<file path="src/rtl/gcd_pkg.sv">
// Shared constants and types for the GCD controller and datapath.
// The controller imports the same ALU mode encoding.
package gcd_pkg;

    localparam int DEFAULT_WIDTH = 16;

    localparam logic [2:0] GIVE_BACK_BIGGER  = 3'd0;
    localparam logic [2:0] GIVE_BACK_SMALLER = 3'd1;
    localparam logic [2:0] MODULO            = 3'd2;
    localparam logic [2:0] ALU_IDLE          = 3'd3;

    typedef enum logic {
        MOD_IDLE,
        MOD_DIV
    } mod_state_t;

endpackage

</file>
<file path="src/rtl/gcd_datapath_if.sv">
// Command/status bundle between the GCD controller and its datapath.
// master = controller/top side, slave = datapath side.
interface gcd_datapath_if
    import gcd_pkg::*;
#(
    parameter int WIDTH = DEFAULT_WIDTH
);

    logic             load_i;
    logic [WIDTH-1:0] a_i;
    logic [WIDTH-1:0] b_i;
    logic [2:0]       alu_mode_i;
    logic             wren_zw_gross_i;
    logic             wren_zw_klein_i;
    logic             wren_zw_in_zahlen_i;
    logic             wren_erg_modulo_i;
    logic             wren_to_new_numbers_i;
    logic             zahl1_to_alu_a_i;
    logic             zahl2_to_alu_b_i;
    logic             check_for_termination_i;
    logic             alu_busy_o;
    logic             valid_o;
    logic [WIDTH-1:0] result_o;

    modport master (
        output load_i, a_i, b_i, alu_mode_i,
        output wren_zw_gross_i, wren_zw_klein_i,
        output wren_zw_in_zahlen_i, wren_erg_modulo_i,
        output wren_to_new_numbers_i,
        output zahl1_to_alu_a_i, zahl2_to_alu_b_i,
        output check_for_termination_i,
        input  alu_busy_o, valid_o, result_o
    );

    modport slave (
        input  load_i, a_i, b_i, alu_mode_i,
        input  wren_zw_gross_i, wren_zw_klein_i,
        input  wren_zw_in_zahlen_i, wren_erg_modulo_i,
        input  wren_to_new_numbers_i,
        input  zahl1_to_alu_a_i, zahl2_to_alu_b_i,
        input  check_for_termination_i,
        output alu_busy_o, valid_o, result_o
    );

endinterface

</file>
<file path="src/rtl/gcd_mod_unit.sv">
// Sequential restoring modulo: one shift-subtract step per cycle,
// WIDTH steps per operation; done pulses combinationally on the last step.
module gcd_mod_unit
    import gcd_pkg::*;
#(
    parameter int WIDTH = DEFAULT_WIDTH
) (
    input  logic             clk,
    input  logic             rst,
    input  logic             start,
    input  logic             abort,
    input  logic [WIDTH-1:0] dividend,
    input  logic [WIDTH-1:0] divisor,
    output logic             busy,
    output logic             done,
    output logic [WIDTH-1:0] remainder
);

    localparam int CW = $clog2(WIDTH + 1);

    mod_state_t       state_q, state_d;
    logic [CW-1:0]    cnt_q;
    logic [WIDTH-1:0] rem_q;
    logic [WIDTH-1:0] quo_q;
    logic [WIDTH-1:0] dvs_q;

    logic [WIDTH:0]   rem_shift;
    logic [WIDTH-1:0] rem_sub;
    logic [WIDTH-1:0] rem_next;
    logic             fits;
    logic             last;

    // One restoring step; a zero divisor always "fits", so the dividend
    // shifts through unchanged and A mod 0 = A falls out naturally.
    always_comb begin
        rem_shift = {rem_q, quo_q[WIDTH-1]};
        fits      = rem_shift >= {1'b0, dvs_q};
        rem_sub   = rem_shift[WIDTH-1:0] - dvs_q;
        rem_next  = fits ? rem_sub : rem_shift[WIDTH-1:0];
        last      = cnt_q == CW'(WIDTH - 1);
    end

    // Next state and status outputs.
    always_comb begin
        state_d = state_q;
        unique case (state_q)
            MOD_IDLE: if (start && !abort) state_d = MOD_DIV;
            MOD_DIV:  if (abort || last)   state_d = MOD_IDLE;
            default:  state_d = MOD_IDLE;
        endcase
        busy      = state_q == MOD_DIV;
        done      = (state_q == MOD_DIV) && last && !abort;
        remainder = rem_next;
    end

    // State register, operand latches and step counter.
    always_ff @(posedge clk or posedge rst) begin
        if (rst) begin
            state_q <= MOD_IDLE;
            cnt_q   <= '0;
            rem_q   <= '0;
            quo_q   <= '0;
            dvs_q   <= '0;
        end else begin
            state_q <= state_d;
            if (state_q == MOD_IDLE && start && !abort) begin
                cnt_q <= '0;
                rem_q <= '0;
                quo_q <= dividend;
                dvs_q <= divisor;
            end else if (state_q == MOD_DIV) begin
                cnt_q <= cnt_q + CW'(1);
                rem_q <= rem_next;
                quo_q <= {quo_q[WIDTH-2:0], 1'b0};
            end
        end
    end

endmodule

</file>
<file path="src/rtl/gcd_datapath.sv">
// GCD register file, bigger/smaller ALU and termination check; modulo
// runs in gcd_mod_unit and stalls all command strobes while busy.
module gcd_datapath
    import gcd_pkg::*;
#(
    parameter int WIDTH = DEFAULT_WIDTH
) (
    input  logic           clk,
    input  logic           rst,
    gcd_datapath_if.slave  bus
);

    logic [WIDTH-1:0] zahl1, zahl2;
    logic [WIDTH-1:0] zw_gross, zw_klein;
    logic [WIDTH-1:0] erg_modulo;
    logic [WIDTH-1:0] result_q;
    logic             valid_q;

    logic [WIDTH-1:0] alu_a, alu_b, alu_res;
    logic [WIDTH-1:0] mod_rem;
    logic             mod_busy, mod_done, mod_start, idle;

    // Operand selects and bigger/smaller ALU; ties return A.
    always_comb begin
        alu_a   = bus.zahl1_to_alu_a_i ? zahl1 : '0;
        alu_b   = bus.zahl2_to_alu_b_i ? zahl2 : '0;
        alu_res = '0;
        if (bus.alu_mode_i == GIVE_BACK_BIGGER)
            alu_res = (alu_b > alu_a) ? alu_b : alu_a;
        else if (bus.alu_mode_i == GIVE_BACK_SMALLER)
            alu_res = (alu_b < alu_a) ? alu_b : alu_a;
        idle      = !mod_busy;
        mod_start = idle && !bus.load_i && bus.wren_erg_modulo_i &&
                    (bus.alu_mode_i == MODULO);
    end

    gcd_mod_unit #(.WIDTH(WIDTH)) u_mod (
        .clk       (clk),
        .rst       (rst),
        .start     (mod_start),
        .abort     (bus.load_i),
        .dividend  (alu_a),
        .divisor   (alu_b),
        .busy      (mod_busy),
        .done      (mod_done),
        .remainder (mod_rem)
    );

    // Register file: load beats strobes; strobes only act while idle.
    always_ff @(posedge clk or posedge rst) begin
        if (rst) begin
            zahl1      <= '0;
            zahl2      <= '0;
            zw_gross   <= '0;
            zw_klein   <= '0;
            erg_modulo <= '0;
            result_q   <= '0;
            valid_q    <= 1'b0;
        end else begin
            valid_q <= 1'b0;
            if (bus.load_i) begin
                zahl1    <= bus.a_i;
                zahl2    <= bus.b_i;
                result_q <= '0;
            end else begin
                if (mod_done)
                    erg_modulo <= mod_rem;
                if (idle) begin
                    if (bus.wren_zw_gross_i) zw_gross <= alu_res;
                    if (bus.wren_zw_klein_i) zw_klein <= alu_res;
                    if (bus.wren_to_new_numbers_i) begin
                        zahl1 <= zahl2;
                        zahl2 <= erg_modulo;
                    end else if (bus.wren_zw_in_zahlen_i) begin
                        zahl1 <= zw_gross;
                        zahl2 <= zw_klein;
                    end
                    if (bus.check_for_termination_i && erg_modulo == '0) begin
                        result_q <= zahl2;
                        valid_q  <= 1'b1;
                    end
                end
            end
        end
    end

    assign bus.alu_busy_o = mod_busy;
    assign bus.valid_o    = valid_q;
    assign bus.result_o   = result_q;

endmodule

</file>
<file path="src/flat_wrapper.sv">
// flat-port wrapper written by rule: the top's interface ports become plain ports
module gcd_datapath_flat import gcd_pkg::*;
#(
    parameter int WIDTH = DEFAULT_WIDTH
)
  (clk, rst, bus_load_i, bus_a_i, bus_b_i, bus_alu_mode_i, bus_wren_zw_gross_i, bus_wren_zw_klein_i, bus_wren_zw_in_zahlen_i, bus_wren_erg_modulo_i, bus_wren_to_new_numbers_i, bus_zahl1_to_alu_a_i, bus_zahl2_to_alu_b_i, bus_check_for_termination_i, bus_alu_busy_o, bus_valid_o, bus_result_o);
  gcd_datapath_if #(.WIDTH(WIDTH)) bus_i ();
  input  logic clk;
  input  logic rst;
  input wire logic [$bits(bus_i.load_i)-1:0] bus_load_i;
  input wire logic [$bits(bus_i.a_i)-1:0] bus_a_i;
  input wire logic [$bits(bus_i.b_i)-1:0] bus_b_i;
  input wire logic [$bits(bus_i.alu_mode_i)-1:0] bus_alu_mode_i;
  input wire logic [$bits(bus_i.wren_zw_gross_i)-1:0] bus_wren_zw_gross_i;
  input wire logic [$bits(bus_i.wren_zw_klein_i)-1:0] bus_wren_zw_klein_i;
  input wire logic [$bits(bus_i.wren_zw_in_zahlen_i)-1:0] bus_wren_zw_in_zahlen_i;
  input wire logic [$bits(bus_i.wren_erg_modulo_i)-1:0] bus_wren_erg_modulo_i;
  input wire logic [$bits(bus_i.wren_to_new_numbers_i)-1:0] bus_wren_to_new_numbers_i;
  input wire logic [$bits(bus_i.zahl1_to_alu_a_i)-1:0] bus_zahl1_to_alu_a_i;
  input wire logic [$bits(bus_i.zahl2_to_alu_b_i)-1:0] bus_zahl2_to_alu_b_i;
  input wire logic [$bits(bus_i.check_for_termination_i)-1:0] bus_check_for_termination_i;
  output wire logic [$bits(bus_i.alu_busy_o)-1:0] bus_alu_busy_o;
  output wire logic [$bits(bus_i.valid_o)-1:0] bus_valid_o;
  output wire logic [$bits(bus_i.result_o)-1:0] bus_result_o;
  assign bus_i.load_i = bus_load_i;
  assign bus_i.a_i = bus_a_i;
  assign bus_i.b_i = bus_b_i;
  assign bus_i.alu_mode_i = bus_alu_mode_i;
  assign bus_i.wren_zw_gross_i = bus_wren_zw_gross_i;
  assign bus_i.wren_zw_klein_i = bus_wren_zw_klein_i;
  assign bus_i.wren_zw_in_zahlen_i = bus_wren_zw_in_zahlen_i;
  assign bus_i.wren_erg_modulo_i = bus_wren_erg_modulo_i;
  assign bus_i.wren_to_new_numbers_i = bus_wren_to_new_numbers_i;
  assign bus_i.zahl1_to_alu_a_i = bus_zahl1_to_alu_a_i;
  assign bus_i.zahl2_to_alu_b_i = bus_zahl2_to_alu_b_i;
  assign bus_i.check_for_termination_i = bus_check_for_termination_i;
  assign bus_alu_busy_o = bus_i.alu_busy_o;
  assign bus_valid_o = bus_i.valid_o;
  assign bus_result_o = bus_i.result_o;
  gcd_datapath #(.WIDTH(WIDTH)) u_core (.clk(clk), .rst(rst), .bus(bus_i));
endmodule
</file>
<file path="config.mk">
export PLATFORM = sky130hd
export DESIGN_NAME = gcd_datapath_flat
export DESIGN_NICKNAME = d
export VERILOG_FILES = /design/src/rtl/gcd_pkg.sv /design/src/rtl/gcd_datapath_if.sv /design/src/rtl/gcd_mod_unit.sv /design/src/rtl/gcd_datapath.sv /design/src/flat_wrapper.sv
export SDC_FILE = /design/constraint.sdc
export NUM_CORES = 1
export LEC_CHECK = 0
export BUFFER_PORTS_ARGS = -buffer_cell sky130_fd_sc_hd__buf_2
export CORE_MARGIN = 10
export CORE_UTILIZATION = 45
export DETAILED_ROUTE_END_ITERATION = 8
export PLACE_DENSITY = 0.62
export RECOVER_POWER = 50
export SLEW_MARGIN = 0
export SYNTH_ARGS = -nofsm -noshare
export SYNTH_HDL_FRONTEND = slang
export SYNTH_SLANG_ARGS = --single-unit
</file>
<file path="constraint.sdc">
create_clock -name clk -period 12.91 [get_ports clk]
set_clock_uncertainty 0.05 [all_clocks]
set_input_delay 0 -clock clk [delete_from_list [all_inputs] [get_ports clk]]
set_output_delay 0 -clock clk [all_outputs]
set_load 0.01 [all_outputs]
</file>
==> qor.txt, run 1 <==
Die ar.: 0.0258 mm^2
Num CTS Buffers: 17
Worst Hold Depth: 4
Gr usage total: 0.196
Tot Pwr: 0.00189 W
Number of distinct library cells after synthesis: 69
WL final: 25300 um
Number of synthesized flops with an enable pin: 0
Vias: 7428
Vias in the first global route: 7245
DRC Markers: 0
First-pass iteration count of the detailed router: 8
Slowest stage delay, CP: 2630 ps
Mux cell area share after synthesis: 0.0736
CP max-delay cell: clkbuf_1
Adder-cell area share of the yosys netlist: 0.0501
Area Growth Syn to Fin: 14.1%
FF+latch count, synth: 151
Worst EP required: 12590 ps
Hold EP: u_core.bus.valid_o$_DFF_PP0_
XOR/XNOR share of the synthesized area: 0.0138
Wire length per cell: 18.8 um
Compound-Gate Fraction of Synth Area: 0.165
Critical path launch point type: input pin
Final setup fails: 0
Final #Nets: 1149
Largest family of logic cells by synthesized area: simple AND/OR/NAND/NOR gates
Initial Utilization: 0.457
FF-to-FF setup slack: 9090 ps
Crit-path cells: dlygate4sd3_1, buf_2, clkinvlp_2, clkbuf_1
Min-delay src: bus_check_for_termination_i
Layout cells sized above 1: 0.117
Synth top area cells: dfrtp_1 42%, nand2_1 7.3%, mux2i_1 7.0%
RSZ-0062 raised after global routing: no
Setup bufs post-CTS: 0
TNS Setup: 0 ps
PortBufs: 63
Die H: 161 um
Most frequent cells in the layout: 172 x nand2_1, 151 x dfrtp_1, 122 x a21oi_1
PwrDens: 187 mW/mm^2
Skew-Pair Late Insertion Delay: 430 ps
Register area share after synthesis: 0.425
GP Congestion: 0.866
Pleak: 4.60 nW
Gr ovfl total: 0
R2r endpoint: u_core.u_mod.quo_q[9]$_DFFE_PP0P_
1st-iter DRT viols: 617
Syn Inst Count: 1016
Fillers: 1841
Ports: 64
Register clock-pin slew on the reported worst setup and hold paths: 70 ps
Critical path type: in -> async
CTS Sinks: 151
Final period util: 0.455
Max clock buf depth: 2
Slew @ Worst Pin: 3920 ps
Violated checks: max-capacitance violations, max-slew violations
Max-slew violations: 200
FMAX: 0.170 GHz
Cell Rows: 51
HP Class: in -> reg
CTS tree: done
Min Hold Slack: 18.6 ps
Yosys warning count: 0
Worst r2r src: u_core.u_mod.busy$_DFF_PP0_
Post-detail-place hpwl: 17600 um
Core Util, Final: 0.522
First-pass GRT wire length: 40400 um
Post-Syn Area per Cell: 8.75 um^2
Hold Fails Final Rpt: 0
Syn nets: 1097
Most frequent standard cell in the layout excluding fill and tap cells: nand2_1
Core area: 0.0195 mm^2
H-tree level count: 4
Slew HR: -1.63
Cell Area, Synth: 0.00889 mm^2
Dominant synthesized flop cell: dfrtp_1
Root Driver: clkbuf_16
Period minus WS final: 5870 ps
Post-Synth Simple-Gate Area: 0.207
Vias per inst: 5.52
Maximum VDD drop: 0.0915 mV
Post-route ant nets: 0
CP Max Fanout: 88
Synth area leader: dfrtp_1
Status: finished, violations left
N_diodes: 0
Crit path DAT: 5550 ps
Post-synth ARST share: 1.00
Worst setup EP type: asynchronous set/reset pin
Pin count of the biggest net entering global routing: 89
Initial antenna violation count: 1
R2r worst-path depth: 6
Die X-Extent: 161 um
Max-cap violations: 3
Area share of the largest cell type after synthesis: 0.425
## worst max-delay path: cells and delay by family
family,cells,cell delay (ps)
buf+inv,4,5460
## synthesized netlist by cell type (2+ instances only)
library cell and count:
nor4_1 3, a21o_1 9, and4_1 8, xor2_1 5, nor3_1 5, mux2_2 2, o21ai_0 67, mux2i_1 62
a31oi_1 2, clkbuf_8 10, and4_2 8, nor2_1 82, a21oi_1 122, and3_1 7, buf_1 8, buf_6 2
or4_1 2, dfrtp_1 151, nand2_1 172, or3_1 2, xnor2_1 9, a221oi_1 2, buf_2 4, ha_1 34
inv_1 39, nor3_2 16, o22ai_1 11, a211oi_1 17, and2_1 6, o21ai_1 6, nand3_1 43, o2111ai_1 2
clkbuf_1 45, nor2b_1 14, nand4_1 5
## power by group
part / switching (W) / internal, W / total, W
registers: 0.0000716 / 0.000563 / 0.000635
logic: 0.000419 / 0.000297 / 0.000715
clock network: 0.000213 / 0.000331 / 0.000545
## area by class of cell
cell class / count / area [um^2] / area share
multi-input cells: 752 / 4550 / 0.448
clock buffers: 19 / 443 / 0.0436
well taps: 265 / 332 / 0.0327
clock inverters: 13 / 195 / 0.0192
repair buffers: 107 / 702 / 0.0692
inverters: 39 / 148 / 0.0145
flip-flops and latches: 151 / 3780 / 0.372
## sequential cells by signal (all words and copies together) (netlist names), 5 cells and up
register / flops
u_core.u_mod.dvs_q: 16
u_core.u_mod.quo_q: 16
u_core.zw_klein: 16
u_core.zahl2: 16
u_core.erg_modulo: 16
u_core.u_mod.rem_q: 16
u_core.u_mod.cnt_q: 5
u_core.bus.result_o: 16
u_core.zw_gross: 16
u_core.zahl1: 16
## worst max-delay path by stage
stage                                               endpoint  slack [ps]            startpoint  cells past startpoint
after floorplan           u_core.bus.result_o[0]$_DFFE_PP0P_        8800                   rst                      1
after global placement       u_core.zw_gross[14]$_DFFE_PP0P_        9440  bus_zahl1_to_alu_a_i                     10
after detailed placement     u_core.zw_gross[14]$_DFFE_PP0P_        9340  bus_zahl1_to_alu_a_i                     10
after CTS                    u_core.zw_gross[14]$_DFFE_PP0P_        9420  bus_zahl2_to_alu_b_i                     12
after global routing      u_core.u_mod.quo_q[15]$_DFFE_PP0P_        5860                   rst                      4
final                         u_core.zw_gross[9]$_DFFE_PP0P_        7040                   rst                      4
## per-layer routing
metal  track usage  routed length [um]
met1         0.264               11400
met2         0.317               12100
met5             0                   0
met4        0.0451                 353
met3        0.0396                1450
## metrics by stage
step	cell area, um^2	setup slack, ps	instances
after floorplan	8890	8800	1016
after global placement	9200	9440	1280
after detailed placement	9200	9340	1280
after CTS	10200	9420	1346
after global routing	10100	5860	1346
final	10100	7040	1346
## logic make-up (layout without fill, tap and decap cells)
| group | Yosys count | in the layout |
|---|---|---|
| simple gates | 383 | 383 |
| compound gates | 255 | 255 |
| flops | 151 | 151 |
| buf+inv | 113 | 178 |
| mux | 65 | 65 |
| fa+ha+maj | 35 | 35 |
| xor+xnor | 14 | 14 |
## what timing repair did
action / in CTS / in global routing
hold buffers: 34 / 0
hold endpoints to repair: 120 / 0
resized for setup: 0 / 0
No activity file was read; power rests on OpenSTA's default activity.
==> inputs of run 2 (changes only) <==
- PLACE_DENSITY: 0.62 -> 0.65
- clock period: 12.91 -> 5.2 ns (I/O delays scaled with it)
==> run 2 against run 1 <==
  * The run still ends with max-capacitance violations, max-slew violations left
  * Sequential share of layout area up 0.064 points
  * Worst setup slack worse by 5500 ps
  * Critical path depth unchanged
  * Highest routed layer unchanged
  * Utilization decreased by 0.090 points
  * Clock power is 140% higher
  * Die area is the same
==> qor.txt, run 2 (same netlist as run 1, synthesis figures left out) <==
Layout Cell Area excl Fill: 0.0101 mm^2
FMAX: 0.273 GHz
Core Util, Final: 0.521
Crit path DAT: 3750 ps
Max-cap violations: 3
CP Max Fanout: 114
Hold Fails Final Rpt: 0
First-pass iteration count of the detailed router: 5
Period minus WS final: 3660 ps
Wire length per cell: 18.5 um
Layout cells sized above 1: 0.114
Worst path top cell family by delay: buffers and inverters
Logic pwr share: 0.384
Initial antenna violation count: 0
Pin count of the biggest net entering global routing: 115
R2r worst-path depth: 3
Ports: 64
Most frequent standard cell in the layout excluding fill and tap cells: nand2_1
Clock share of power: 0.278
Setup ws final: 1540 ps
PortBufs: 63
R2r endpoint: u_core.u_mod.busy$_DFF_PP0_
CTS Sinks: 151
Most frequent cells in the layout: 172 x nand2_1, 151 x dfrtp_1, 122 x a21oi_1
Core area: 0.0195 mm^2
Setup bufs post-CTS: 0
Root Driver: clkbuf_16
PwrDens: 461 mW/mm^2
Vias: 7349
HP Class: in -> reg
TNS Setup: 0 ps
Hold EP: u_core.bus.result_o[10]$_DFFE_PP0P_
Worst EP required: 5280 ps
Min-delay src: bus_load_i
Power Internal: 0.00295 W
Violated checks: max-capacitance violations, max-slew violations
CTS Hold Bufs: 35
Worst r2r src: u_core.u_mod.busy$_DFF_PP0_
Slew @ Worst Pin: 2460 ps
Place WS: 1620 ps
DP Area: 0.00920 mm^2
Critical path type: in -> async
Final #Nets: 1149
Slew HR: -0.643
Final period util: 0.705
RSZ-0062 raised after global routing: no
Skew-Pair Late Insertion Delay: 440 ps
Initial Utilization: 0.457
Cell Rows: 51
Max clock buf depth: 2
CTS tree: done
Sequential power share: 0.338
Gr usage total: 0.192
Post-detail-place hpwl: 17200 um
Vias per inst: 5.46
WL final: 24900 um
Post-CTS Resized: 0
Vias in the first global route: 7014
Post-route ant nets: 0
Status: finished, violations left
Worst Hold Depth: 2
Worst setup EP type: asynchronous set/reset pin
1st-iter DRT viols: 619
DRC Markers: 0
Critical path launch point type: input pin
Gr ovfl total: 0
H-tree level count: 4
GP Congestion: 0.874
Die ar.: 0.0258 mm^2
Register clock-pin slew on the reported worst setup and hold paths: 60 ps
Die X-Extent: 161 um
Net Sw Frac: 0.369
Area Growth Syn to Fin: 13.9%
Final setup fails: 0
CP max-delay cell: clkbuf_1
Slowest stage delay, CP: 1550 ps
Most used cell, CP: clkbuf_1
P_sw: 0.00173 W
Max-slew violations: 199
N_diodes: 0
Die H: 161 um
Buf/Inv on CP: 4
Num CTS Buffers: 17
Pleak: 4.61 nW
Maximum VDD drop: 0.241 mV
FF-to-FF setup slack: 1710 ps
First-pass GRT wire length: 39300 um
Crit-path cells: dlygate4sd3_1, clkbuf_1, clkinvlp_4, clkbuf_1
-- run 2: cell types whose count changed in the layout (fill, tap and decap cells not counted) --
cell,delta
buf_4,-1
inv_6,-2
dlygate4sd3_1,+1
clkinvlp_2,-1
clkinv_4,-3
bufinv_16,-1
clkbuf_8,+4
clkinv_2,+4
buf_2,-1
clkinvlp_4,-2
clkbuf_1,+1
-- run 2: layer usage --
metal	GRT usage	vias up	part of all wire
li1	-	3636	-
met1	0.258	3518	0.46
met2	0.299	163	0.47
met3	0.0371	32	0.047
met4	0.0710	0	0.025
met5	0	-	0
-- run 2: worst reg2reg max path, cell delays in order, from the launching register on --
cell      delay (ps)
dfrtp_1          350
clkbuf_1        1470
inv_1           1040
o31ai_1          470
-- run 2: how the worst max path moves through the flow --
stage	start	endpoint	cells past startpoint
after floorplan	rst	u_core.bus.result_o[0]$_DFFE_PP0P_	1
final	rst	u_core.zw_gross[4]$_DFFE_PP0P_	4
after detailed placement	bus_zahl1_to_alu_a_i	u_core.zw_gross[14]$_DFFE_PP0P_	10
after CTS	bus_zahl2_to_alu_b_i	u_core.zw_gross[14]$_DFFE_PP0P_	12
after global placement	bus_zahl1_to_alu_a_i	u_core.zw_gross[14]$_DFFE_PP0P_	10
after global routing	rst	u_core.zw_klein[4]$_DFFE_PP0P_	4
-- run 2: metrics by stage --
stage,hold WS (ps),power (W),instances
6_report,60.7,0.00467,1345
5_1_grt,59.5,0.00497,1345
4_1_cts,43.2,0.00469,1345
3_5_place_dp,240,0.00335,1279
3_3_place_gp,236,0.00334,1279
2_1_floorplan,146,0.00296,1016
-- run 2: area by class of cell --
class / instances / area [um^2]
Clock inverter: 8 / 119
Inverter: 39 / 150
Clock buffer: 23 / 498
Multi-Input combinational cell: 752 / 4550
Fill cell: 1805 / 9330
Sequential cell: 151 / 3780
Timing Repair Buffer: 107 / 703
Tap cell: 265 / 332
-- run 2: power groups by stage --
stage | sequential [W] | clock, W | combinational (W)
finish | 0.00158 | 0.00130 | 0.00179
global route | 0.00161 | 0.00137 | 0.00199
CTS | 0.00158 | 0.00132 | 0.00180
detailed placement | 0.00159 | 0 | 0.00176
global placement | 0.00159 | 0 | 0.00175
floorplan | 0.00154 | 0 | 0.00142
==> inputs of run 3 (changes only) <==
- clock period: 5.2 -> 3.3 ns (I/O delays scaled with it)
==> run 3 against run 2 <==
  * The run still ends with max-capacitance violations, max-slew violations left
  * Critical path depth rose by 4
  * Largest power group unchanged
  * Cell area rose by 1.8%
  * Critical path type is now reg -> reg
  * Highest routed layer unchanged
  * Via count rose by 3.0%
==> qor.txt, run 3 (same netlist as run 1, synthesis figures left out) <==
Post-route ant nets: 0
Max-cap violations: 1
FF-to-FF setup slack: 220 ps
RSZ-0062 raised after global routing: no
Slew @ Worst Pin: 2050 ps
Post-detail-place hpwl: 18000 um
CTS Sinks: 151
CP max-delay cell: o21ai_4
TNS Setup: 0 ps
Pleak: 4.71 nW
Cell Rows: 51
Worst setup EP type: flip-flop
Maximum VDD drop: 0.400 mV
Vias: 7570
Critical path type: reg -> reg
Wire length per cell: 18.5 um
Die ar.: 0.0258 mm^2
Hold EP: u_core.zahl2[8]$_DFFE_PP0P_
Slowest stage delay, CP: 580 ps
Gr usage total: 0.196
Period minus WS final: 3080 ps
Pin count of the biggest net entering global routing: 152
N_diodes: 0
Setup bufs post-CTS: 0
Max-slew violations: 152
Worst Hold Depth: 6
Most frequent cells in the layout: 172 x nand2_1, 151 x dfrtp_1, 122 x a21oi_1
Core area: 0.0195 mm^2
Skew-Pair Late Insertion Delay: 430 ps
Non-filler instance count after layout: 1368
Worst r2r src: u_core.u_mod.rem_q[6]$_DFFE_PP0P_
Final period util: 0.932
H-tree level count: 4
Max clock buf depth: 2
Most frequent standard cell in the layout excluding fill and tap cells: nand2_1
DP Cell Count: 1302
Initial antenna violation count: 0
Crit path DAT: 3340 ps
Ports: 64
Final #Nets: 1172
Layout cells sized above 1: 0.132
1st-iter DRT viols: 681
HP Class: in -> reg
GP Congestion: 0.946
First-pass iteration count of the detailed router: 5
CTS tree: done
Hold Fails Final Rpt: 0
Final setup fails: 0
Vias per inst: 5.53
WL final: 25300 um
Area Growth Syn to Fin: 15.9%
Buf/Inv on CP: 0
Num CTS Buffers: 17
R2r worst-path depth: 8
Initial Utilization: 0.457
Slew HR: -0.365
Status: finished, violations left
PortBufs: 63
Crit path from: u_core.u_mod.rem_q[6]$_DFFE_PP0P_
Root Driver: clkbuf_16
Min-delay src: bus_wren_zw_in_zahlen_i
Crit-path cells: ha_1, and3_1, nand3_1, a31oi_1, nor2_1, o21ai_4, mux2_1, mux2_2
Worst EP required: 3560 ps
Gr ovfl total: 0
First-pass GRT wire length: 40400 um
CP Max Fanout: 18
FMAX: 0.325 GHz
Critical path launch point type: flip-flop
PwrDens: 721 mW/mm^2
Die X-Extent: 161 um
Register clock-pin slew on the reported worst setup and hold paths: 60 ps
DRC Markers: 0
Die H: 161 um
Vias in the first global route: 7165
Worst path top cell family by delay: compound AO/OA/AOI/OAI gates
R2r endpoint: u_core.erg_modulo[11]$_DFFE_PP0P_
Violated checks: max-capacitance violations, max-slew violations
[run 3: power by group]
group,leakage [nW],total [W],switching [W],internal (W)
registers,1.94,0.00249,0.000287,0.00220
logic,2.48,0.00292,0.00170,0.00122
clock network,0.295,0.00203,0.000765,0.00126
total,4.71,0.00743,0.00275,0.00468
[run 3: final cells by class]
| class | instances | area (um^2) |
|---|---|---|
| Clock inverter | 8 | 120 |
| Multi-Input combinational cell | 752 | 4560 |
| Timing Repair Buffer | 130 | 882 |
| Tap cell | 265 | 332 |
| Fill cell | 1837 | 9150 |
| Inverter | 39 | 150 |
| Sequential cell | 151 | 3780 |
| Clock buffer | 23 | 488 |
[run 3: worst max path at each step]
| stage | endpoint | slack [ps] | cells after the start |
|---|---|---|---|
| floorplan | u_core.zw_klein[15]$_DFFE_PP0P_ | 550 | 14 |
| global placement | u_core.erg_modulo[11]$_DFFE_PP0P_ | 250 | 8 |
| detailed placement | u_core.zw_gross[15]$_DFFE_PP0P_ | 150 | 11 |
| CTS | u_core.zw_klein[15]$_DFFE_PP0P_ | 70 | 13 |
| global route | u_core.erg_modulo[6]$_DFFE_PP0P_ | 30 | 8 |
| finish | u_core.erg_modulo[11]$_DFFE_PP0P_ | 220 | 8 |
[run 3: stage by stage]
| step | cell area, um^2 | power [W] | hold WS (ps) | util | worst slack, ps |
|---|---|---|---|---|---|
| after detailed placement | 9380 | 0.00537 | 245 | 0.482 | 147 |
| after floorplan | 8900 | 0.00466 | 146 | - | 553 |
| final | 10300 | 0.00743 | 61.6 | 0.530 | 224 |
| after global routing | 10300 | 0.00791 | 84.3 | 0.530 | 28.7 |
| after global placement | 9380 | 0.00534 | 237 | 0.482 | 247 |
| after CTS | 10300 | 0.00744 | 53.4 | 0.531 | 67.3 |
[run 3: timing repair]
| action | 4_1_cts | 5_1_grt |
|---|---|---|
| hold buffers | 35 | 0 |
| setup endpoints to repair | 0 | 32 |
| gates resized for setup | 0 | 1 |
| hold endpoints to repair | 191 | 0 |
[run 3: worst reg2reg max path: stages (launching register included)]
cell and delay [ps]:
dfrtp_1 400, ha_1 430, and3_1 260, nand3_1 170, a31oi_1 270, nor2_1 120
o21ai_4 580, mux2_1 420, mux2_2 270
[run 3: per-layer routing]
layer / vias up / wire (um) / global-route usage
met4: 0 / 523 / 0.0684
met2: 208 / 11900 / 0.300
met5: - / 0 / 0
met3: 27 / 1380 / 0.0414
met1: 3641 / 11500 / 0.269
li1: 3694 / - / -
